===== src/rtl/bank_stream_reader.sv =====
// rtl/bank_stream_reader.sv - block-read stream master over one bank RAM slot; BANK_STREAM_INTERLEAVE_EN stripes words across banks
module bank_stream_reader #(
    parameter int NUM_BANKS      = 5,
    parameter int ADDR_WIDTH     = 9,
    parameter int DATA_WIDTH     = 32,
    parameter int LEN_WIDTH      = 12,
    parameter int OUT_FIFO_DEPTH = 4,
    parameter int BANK_W         = $clog2(NUM_BANKS)
) (
    input  logic                  clk,
    input  logic                  rstn,
    input  logic                  start_valid,
    output logic                  start_ready,
    input  logic [BANK_W-1:0]     start_bank,
    input  logic [ADDR_WIDTH-1:0] start_addr,
    input  logic [LEN_WIDTH-1:0]  start_len,
    output logic                  busy,
    output logic                  done,
    output logic                  err,
    output logic                  cmd_valid,
    input  logic                  cmd_ready,
    output logic                  cmd_we,
    output logic [BANK_W-1:0]     cmd_bank,
    output logic [ADDR_WIDTH-1:0] cmd_addr,
    input  logic                  rsp_valid,
    input  logic [DATA_WIDTH-1:0] rsp_data,
    output logic                  out_valid,
    input  logic                  out_ready,
    output logic [DATA_WIDTH-1:0] out_data,
    output logic                  out_last
);
    localparam int PTR_W = $clog2(OUT_FIFO_DEPTH);
    localparam logic [PTR_W+1:0] DEPTH_V = (PTR_W + 2)'(OUT_FIFO_DEPTH);
    localparam logic [BANK_W:0]  NB_V    = (BANK_W + 1)'(NUM_BANKS);

    localparam logic [1:0] S_IDLE   = 2'd0;
    localparam logic [1:0] S_ISSUE  = 2'd1;
    localparam logic [1:0] S_DRAIN  = 2'd2;
    localparam logic [1:0] S_FINISH = 2'd3;

    logic [1:0]            state, state_nxt;
    logic                  ready_r, err_r;
    logic [LEN_WIDTH-1:0]  len_r, issued, delivered;
    logic [BANK_W-1:0]     bank_r;
    logic [ADDR_WIDTH-1:0] addr_r;
    logic [PTR_W:0]        outstanding, wptr, rptr, fifo_count;
    logic [PTR_W+1:0]      in_flight;
    logic [DATA_WIDTH-1:0] mem [OUT_FIFO_DEPTH];

    logic start_fire, bad_bank, credit, cmd_fire, push, pop, last_cmd, drain_done;

    assign start_fire = start_valid && ready_r;
    assign bad_bank   = {1'b0, start_bank} >= NB_V;
    assign fifo_count = wptr - rptr;
    // Responses move words from outstanding into the FIFO, so this sum bounds both.
    assign in_flight  = {1'b0, outstanding} + {1'b0, fifo_count};
    assign credit     = in_flight < DEPTH_V;
    assign cmd_valid  = (state == S_ISSUE) && credit;
    assign cmd_fire   = cmd_valid && cmd_ready;
    assign push       = rsp_valid && (outstanding != '0);
    assign out_valid  = fifo_count != '0;
    assign pop        = out_valid && out_ready;
    assign last_cmd   = issued == (len_r - 1'b1);
    assign drain_done = (delivered + {{(LEN_WIDTH-1){1'b0}}, pop}) == len_r;

    assign start_ready = ready_r;
    assign busy        = state != S_IDLE;
    assign done        = state == S_FINISH;
    assign err         = done && err_r;
    assign cmd_we      = 1'b0;
    assign cmd_bank    = bank_r;
    assign cmd_addr    = addr_r;
    assign out_data    = out_valid ? mem[rptr[PTR_W-1:0]] : '0;
    assign out_last    = out_valid && (delivered == (len_r - 1'b1));

    always_comb begin
        state_nxt = state;
        case (state)
            S_IDLE: begin
                if (start_fire)
                    state_nxt = ((start_len == '0) || bad_bank) ? S_FINISH : S_ISSUE;
            end
            S_ISSUE: begin
                if (cmd_fire && last_cmd)
                    state_nxt = S_DRAIN;
            end
            S_DRAIN: begin
                if (drain_done)
                    state_nxt = S_FINISH;
            end
            default: state_nxt = S_IDLE;
        endcase
    end

    always_ff @(posedge clk or negedge rstn) begin
        if (!rstn) begin
            state       <= S_IDLE;
            ready_r     <= 1'b0;
            err_r       <= 1'b0;
            len_r       <= '0;
            issued      <= '0;
            delivered   <= '0;
            bank_r      <= '0;
            addr_r      <= '0;
            outstanding <= '0;
            wptr        <= '0;
            rptr        <= '0;
        end else begin
            state   <= state_nxt;
            ready_r <= state_nxt == S_IDLE;

            if (start_fire) begin
                err_r     <= bad_bank;
                len_r     <= start_len;
                bank_r    <= start_bank;
                addr_r    <= start_addr;
                issued    <= '0;
                delivered <= '0;
            end else begin
                if (cmd_fire) begin
                    issued <= issued + 1'b1;
`ifdef BANK_STREAM_INTERLEAVE_EN
                    if (bank_r == BANK_W'(NUM_BANKS - 1)) begin
                        bank_r <= '0;
                        addr_r <= addr_r + 1'b1;
                    end else begin
                        bank_r <= bank_r + 1'b1;
                    end
`else
                    addr_r <= addr_r + 1'b1;
`endif
                end
                if (pop)
                    delivered <= delivered + 1'b1;
            end

            case ({cmd_fire, push})
                2'b10:   outstanding <= outstanding + 1'b1;
                2'b01:   outstanding <= outstanding - 1'b1;
                default: outstanding <= outstanding;
            endcase

            if (push)
                wptr <= wptr + 1'b1;
            if (pop)
                rptr <= rptr + 1'b1;
        end
    end

    always_ff @(posedge clk) begin
        if (push)
            mem[wptr[PTR_W-1:0]] <= rsp_data;
    end
endmodule


===== config.mk =====
export PLATFORM = sky130hd
export DESIGN_NAME = bank_stream_reader
export DESIGN_NICKNAME = d
export VERILOG_FILES = /design/src/rtl/bank_stream_reader.sv
export SDC_FILE = /design/constraint.sdc
export NUM_CORES = 1
export LEC_CHECK = 0
export BUFFER_PORTS_ARGS = -buffer_cell sky130_fd_sc_hd__buf_4
export CAP_MARGIN = 20
export CORE_MARGIN = 3
export CORE_UTILIZATION = 52
export DETAILED_ROUTE_END_ITERATION = 8
export PLACE_DENSITY = 0.81
export SLEW_MARGIN = 40
export SYNTH_ARGS = -nofsm -noshare
export SYNTH_HDL_FRONTEND = slang
export SYNTH_SLANG_ARGS = --single-unit

===== constraint.sdc =====
create_clock -name clk -period 4 [get_ports clk]
set_input_delay 0.2 -clock clk [delete_from_list [all_inputs] [get_ports clk]]
set_output_delay 0.2 -clock clk [all_outputs]
set_load 0.1 [all_outputs]

==> out/results.ini, run 1 <==
[detailed_routing]
drcViolationCount = 0
drtPass1Iterations = 7
wire_per_inst_um = 19.11
drt_iter0_markers = 533
via_per_inst = 5.714
vias = 6108
ant_nets = 0
finalWirelength_um = 20430

[worst_setup_path]
path_class = register to register
cp.required_ns = 4.35
r2r_setup_slack_ns = 0.19
crit_arrival_ns = 4.16
r2r_end = state[0]
end_kind = register
crit_path_end = state[0]
r2r_start = wptr[0]
critPathLaunch = wptr[0]
path_max_fanout = 5
ff2ff_path_depth = 13
critPathLaunchType = register

[floorplan]
ioPinCount = 114
core_um2 = 16700
die_x_um = 137.0
start_util_pct = 53.45
dieArea_um2 = 18770
rows = 47
chipHeight_um = 137.0

[cts]
worstSkewPairLatency_ns = 0.44
clockBufferDepth = 2
path_clk_slew_ns = 0.08
ctsHtreeMaxLevel = 4
cts_root_buffer = clkbuf_16
cts-buffers-inserted = 17
clkSinkCount = 189
cts_setup_buffers = 0
cts_tree = yes

[synthesis]
synth_cell_types = 61
ys.flop_type = edfxtp_1
ys_seq_area_share_pct = 60.16
ys_seq_elements = 189
yosys_warnings = 0
syn_avg_cell_area_um2 = 13.11
synth_edf_count = 128
syn_inst = 681
async_flop_share_pct = 32.28
synth_area_um2 = 8926
syn-num-nets = 760

[timing]
rsz0062_at_grt = false
finalHoldViolations = 0
fin_crit_sh_pct = 95.34
timing.hold.ws_ns = 0.04356
relSlewSlack_pct = 54.47
setup_viol = 0
finalSetupTns_ns = 0
max_clock_freq_ghz = 0.2622
worst_pin_slew_ns = 0.6773
skew_ns = 0.01453
drv_slew = 0
fin_crit_ns = 3.814

[global_routing]
grt_pass1_wl_um = 32570
grt_max_degree = 62
grt_usage_pct = 22.58
overflow = 0
grt_antenna_before_repair = 0
grt_pass1_vias = 6349

[finish]
area_growth_pct = 25.30
layout.cells.most_common = edfxtp_1
final_area_um2 = 11180
utilization_pct = 66.97
drive_gt1_share_pct = 24.38
antenna_cells = 0
final_cell_mix = edfxtp_1, buf_4, nand2_1, dfrtp_1, dlygate4sd3_1
fillCellCount = 1149
layout.nets = 915

[placement]
hpwl_um = 12980
placed_area_um2 = 9960
place.gp.congestion = 0.8665
io_buffers = 112

[status]
run_status = finished, final reports clean

[hold_path]
hold_depth = 3
hold_class = input port to register

[run]
max-cap-violations = 0

## metrics by stage
step	worst slack (ns)	cells
after floorplan	0.1024	681
after global placement	0.2634	982
after detailed placement	0.1029	982
after CTS	0.07089	1069
after global routing	0.005901	1069
final	0.1865	1069
## layout make-up
| cell class | instances | area [µm²] | share of cell area (%) |
|---|---|---|---|
| Sequential cell | 189 | 5371 | 48.03 |
| Tap cell | 220 | 275.3 | 2.461 |
| Clock buffer | 17 | 425.4 | 3.804 |
| Timing Repair Buffer | 178 | 1478 | 13.21 |
| Multi-Input combinational cell | 433 | 3349 | 29.95 |
| Clock inverter | 15 | 221.5 | 1.980 |
| Inverter | 17 | 63.81 | 0.5705 |
## flip-flops by register name, indices dropped and copies added (netlist names), 3 cells and up
signal       flops
cmd_bank         3
len_r           12
rptr             3
delivered       12
cmd_addr         9
wptr             3
issued          12
outstanding      3
mem            128
## worst max-delay path: stages, from the launching register on
cell	delay, ns
dfrtp_1	0.38
inv_1	0.11
ha_1	0.22
fa_1	0.37
xnor3_1	0.23
a31oi_2	0.23
ha_2	0.27
ha_4	0.17
nand4_1	0.16
o31a_1	0.31
mux2_1	0.33
o22a_1	0.18
or4_4	0.53
a211oi_2	0.22
## cell families (layout without fill, tap and decap cells)
group	count (synthesis)	count (layout)	share of synthesized area (%)
xor+xnor	76	76	7.611
mux	41	41	9.111
simple gates	239	239	13.58
flops	189	189	60.16
buf+inv	59	227	2.691
fa+ha+maj	17	17	2.551
other cells	1	1	0.04201
compound gates	59	59	4.247
## cell usage after synthesis (all sizes together) (2+ instances only)
cell / count / area (µm²)
edfxtp: 128 / 3844
nand2: 80 / 300.3
dfrtp: 61 / 1526
nor2: 48 / 180.2
and2: 39 / 244.0
xnor2: 38 / 332.8
xor2: 37 / 324.1
mux4: 32 / 720.7
clkbuf: 27 / 101.4
o21ai: 22 / 110.1
inv: 17 / 63.81
nand3: 16 / 80.08
buf: 15 / 75.07
ha: 15 / 187.7
nand4: 14 / 102.6
nor4: 11 / 81.32
a21oi: 10 / 50.05
and3: 7 / 43.79
mux2i: 7 / 70.07
a31oi: 4 / 25.02
nor3: 4 / 20.02
or3: 4 / 25.02
a211oi: 3 / 27.52
nor3b: 3 / 27.52
or2: 3 / 18.77
a21o: 2 / 15.01
fa: 2 / 40.04
mux2: 2 / 22.52
nand3b: 2 / 15.01
nor4b: 2 / 17.52
o21bai: 2 / 15.01
o22ai: 2 / 12.51
o31a: 2 / 17.52
o41ai: 2 / 17.52
or4: 2 / 18.77
## metal layers
metal	wire, µm	part of all wire (%)	vias to the layer above	global-route usage (%)
met2	10900	53	209	39.97
met1	7963	39	3077	27.40
met5	0	0	-	0
met4	558	2.7	0	8.592
met3	1009	4.9	54	4.301
li1	-	-	2768	-
## what timing repair did
action / in CTS / in global routing
endpoints found under the hold margin: 211 / 0
endpoints found under the setup margin: 0 / 1
hold buffers: 55 / 0
resized for setup: 0 / 4
## worst min path at each step
stage / endpoint / startpoint / slack [ns]
after floorplan: cmd_addr[0] / rstn / -0.1
after global placement: delivered[11] / rstn / 0.32
after detailed placement: delivered[11] / rstn / 0.34
after CTS: len_r[1] / start_len[1] / 0.02
after global routing: len_r[1] / start_len[1] / 0.05
final: len_r[0] / start_len[0] / 0.04
Power of run 1 is not shown: default switching activity piles up to over one toggle a cycle in this logic, so the estimate is an artifact.
==> run 2, diff against run 1 <==
Settings changed: CORE_ASPECT_RATIO set to 0.75, SLEW_MARGIN 40 to 10.
==> out/results.ini, run 2 (synthesis gave the netlist of run 1 again) <==
[worst_setup_path]
path_delay_family = adder cells
cp.required_ns = 4.35
crit_arrival_ns = 4.19
path_class = register to register
worst-path-buf-inv = 1
critPathLaunchType = register
cp_common_cell = ha_2
path_max_fanout = 5
cpPeakStageDelay_ns = 0.53
cp_slowest_cell = or4_4
end_kind = register
path_cells = inv_1 > ha_1 > fa_1 > xnor3_1 > a31oi_2 > ha_2 > ha_2 > nand4_1 > o31a_1 > mux2_1 > o22a_1 > or4_4 > a211oi_2

[cts]
path_clk_slew_ns = 0.07
cts_tree = yes
clockBufferDepth = 2
clkSinkCount = 189
cts-buffers-inserted = 17
cts_root_buffer = clkbuf_16
worstSkewPairLatency_ns = 0.43
ctsHtreeMaxLevel = 4

[timing]
fin_crit_sh_pct = 96.18
timing.hold.ws_ns = 0.01043
setup_viol = 0
worst_slack_ns = 0.1526
finalHoldViolations = 0
relSlewSlack_pct = 37.91
worst_pin_slew_ns = 0.9314
skew_ns = 0.008002
max_clock_freq_ghz = 0.2599
drv_slew = 0
fin_crit_ns = 3.847

[finish]
fillCellCount = 1119
final_area_um2 = 11090
largest_reg_flops = 128
layout.cells.most_common = edfxtp_1
final_cell_mix = edfxtp_1, buf_4, nand2_1, dfrtp_1, dlygate4sd3_1
area_growth_pct = 24.29
multi_input_area_um2 = 3339
antenna_cells = 0
regArea_um2 = 5371
drive_gt1_share_pct = 24.29
layout.nets = 914

[detailed_routing]
wl_met1_um = 8382
wl_met3_um = 1062
ant_nets = 0
vias = 5971
wire_per_inst_um = 18.81
drt_iter0_markers = 543
drcViolationCount = 0
route.met2.wl_um = 10090
finalWirelength_um = 19910
drtPass1Iterations = 7
via_per_inst = 5.644
top_layer = met4

[floorplan]
rows = 40
chipHeight_um = 119.5
die_x_um = 157.3
dieArea_um2 = 18790
core_um2 = 16420
ioPinCount = 114
start_util_pct = 54.38

[global_routing]
grt_usage_pct = 22.38
overflow = 0
grt_max_degree = 62
grt_antenna_before_repair = 0
grt_pass1_wl_um = 32490
grt_pass1_vias = 6172

[run]
max-cap-violations = 0

[status]
run_status = finished, final reports clean

[placement]
hpwl_um = 12400
io_buffers = 112
place.gp.congestion = 0.8768
dpl_worst_slack_ns = 0.1161
placed_area_um2 = 9920

[hold_path]
hold_class = input port to register

run 2: cell types whose count changed in the layout (fill, tap and decap cells not counted), sizes merged:
| cell | previous run | this run |
|---|---|---|
| inv | 30 | 26 |
| clkinv | 2 | 5 |
| bufinv | 0 | 1 |
| buf | 123 | 122 |
run 2: area by class of cell:
| class | instances | share of cell area (%) |
|---|---|---|
| multi-input cells | 433 | 30.10 |
| well taps | 210 | 2.368 |
| repair buffers | 177 | 13.22 |
| clock inverters | 15 | 1.489 |
| clock buffers | 17 | 3.834 |
| inverters | 17 | 0.5752 |
| flip-flops and latches | 189 | 48.42 |
run 2: through the flow:
step,util [%],setup TNS [ns],cells
floorplan,-,0,681
global placement,60.43,0,968
detailed placement,60.43,0,968
CTS,67.39,0,1055
global route,67.58,-0.0008686,1058
finish,67.58,0,1058
run 2: per-layer routing:
metal  GRT usage [%]  up-vias
met4           6.883        0
li1                -     2763
met5               0        -
met1           30.43     2982
met3           4.177       39
met2           36.90      187
run 2: timing repair:
item,4_1_cts,5_1_grt
cloned,0,0
resized for setup,1,2
endpoints found under the setup margin,1,1
hold endpoints to repair,211,0
hold buffers,55,0
buffers inserted,0,3
run 2: final timing paths:
check	start	to	slack, ns	cells after the start
hold / removal	start_len[1]	len_r[1]	0.01	3
min in group asynchronous	rstn	len_r[11]	0.39	2
hold reg to reg	wptr[2]	wptr[2]	0.49	1
setup reg to reg	wptr[0]	state[0]	0.15	13
setup / recovery	wptr[0]	state[0]	0.15	13
max in group asynchronous	rstn	rptr[0]	3.01	2
run 2: worst reg2reg max path, delay by kind of cell, from the launching register on:
| kind | cells | cell delay, ns |
|---|---|---|
| AOI/OAI and AO/OA | 4 | 0.95 |
| and+or+nand+nor | 2 | 0.68 |
| xor gates and xnor gates | 1 | 0.24 |
| muxes | 1 | 0.32 |
| adders and majority gates | 4 | 1.09 |
| buffers and inverters | 1 | 0.10 |
| DFF | 1 | 0.38 |
Power of run 2 is left out for the same reason.
==> run 3, diff against run 2 <==
Settings changed: CORE_UTILIZATION 52 to 44, PLACE_DENSITY 0.81 to 0.71.
==> out/results.ini, run 3 (synthesis gave the netlist of run 1 again) <==
[status]
run_status = finished, final reports clean

[detailed_routing]
drtPass1Iterations = 4
finalWirelength_um = 18920
drt_iter0_markers = 300
via_per_inst = 5.252
ant_nets = 0
drcViolationCount = 0
wire_per_inst_um = 17.14
vias = 5798

[timing]
max_clock_freq_ghz = 0.2619
finalHoldViolations = 0
finalSetupTns_ns = 0
worst_pin_slew_ns = 0.8074
fin_crit_ns = 3.818
fin_crit_sh_pct = 95.44
worst_slack_ns = 0.1824
relSlewSlack_pct = 46.17
setup_viol = 0
skew_ns = 0.01164
drv_slew = 0

[floorplan]
core_um2 = 19650
die_x_um = 170.5
start_util_pct = 45.42
chipHeight_um = 129.4
ioPinCount = 114
rows = 44
dieArea_um2 = 22050

[placement]
placed_area_um2 = 9998
place.gp.congestion = 0.8110
dpl_worst_slack_ns = 0.1670
io_buffers = 112
hpwl_um = 11970

[finish]
final_area_um2 = 11220
largest_reg_flops = 128
area_growth_pct = 25.71
layout.cells.most_common = edfxtp_1
final_cell_mix = edfxtp_1, buf_4, nand2_1, dfrtp_1, dlygate4sd3_1
layout.nets = 917
utilization_pct = 57.09
antenna_cells = 0
drive_gt1_share_pct = 23.85
fillCellCount = 1557

[hold_path]
hold_class = input port to register
hold_depth = 3
hold_end = wptr[0]
hold_start = rsp_valid

[run]
max-cap-violations = 0

[cts]
path_clk_slew_ns = 0.08
cts_tree = yes
worstSkewPairLatency_ns = 0.44
cts_root_buffer = clkbuf_16
cts-buffers-inserted = 17
clockBufferDepth = 2
clkSinkCount = 189
ctsHtreeMaxLevel = 4

[global_routing]
grt_pass1_vias = 5831
grt_pass1_wl_um = 30780
grt_antenna_before_repair = 0
grt_usage_pct = 17.90
overflow = 0
grt_max_degree = 62

[worst_setup_path]
cp_common_cell = ha_2
path_max_fanout = 5
worst-path-buf-inv = 1
path_delay_family = adder cells
r2r_start = wptr[0]
cp_slowest_cell = or4_4
cp.required_ns = 4.35
critPathLaunchType = register
path_class = register to register
crit_arrival_ns = 4.17
cpPeakStageDelay_ns = 0.53
end_kind = register
path_cells = inv_1 > ha_1 > fa_1 > xnor3_1 > a31oi_2 > ha_2 > ha_2 > nand4_1 > o31a_1 > mux2_1 > o22a_1 > or4_4 > a211oi_2
r2r_end = state[0]
r2r_setup_slack_ns = 0.18
ff2ff_path_depth = 13

[run 3: final cells by class]
type                    count  area [µm²]  area share [%]
inverters                  17       63.81          0.5687
clock inverters            15       215.2           1.918
flip-flops and latches    189        5371           47.87
multi-input cells         433        3334           29.72
well taps                 253       316.6           2.821
repair buffers            180        1494           13.31
clock buffers              17       425.4           3.791
[run 3: worst min-delay path: cells and delay by family]
family	cells	cell delay [ns]
AO/OA/AOI/OAI	1	0.18
buffers and inverters	1	0.12
XOR/XNOR	1	0.15
[run 3: how the worst max path moves through the flow]
stage            start        to  slack, ns  cells after the start
4_1_cts        wptr[0]  state[0]       0.13                     13
3_5_place_dp   wptr[0]  state[0]       0.17                     13
5_1_grt        wptr[0]  state[0]     -0.006                     13
6_report       wptr[0]  state[0]       0.18                     13
2_1_floorplan  wptr[0]  state[0]       0.10                     14
3_3_place_gp   wptr[0]  state[0]       0.23                     13
[run 3: metal layers]
layer | track usage [%] | up-vias | routed length [µm]
met2 | 28.00 | 145 | 9077
li1 | - | 2773 | -
met1 | 25.48 | 2856 | 8710
met4 | 5.436 | 0 | 255
met3 | 3.873 | 24 | 877
met5 | 0 | - | 0
[run 3: what timing repair did]
action,4_1_cts,5_1_grt
setup buffers,0,0
hold buffers,57,0
setup endpoints to repair,0,1
hold endpoints to repair,213,0
gates resized for setup,0,3
[run 3: metrics by stage]
step	instances	hold slack [ns]
floorplan	681	-0.09559
global placement	1015	0.3358
detailed placement	1015	0.3406
CTS	1104	0.2399
global route	1104	0.2800
finish	1104	0.2595
Power of run 3 is left out for the same reason.
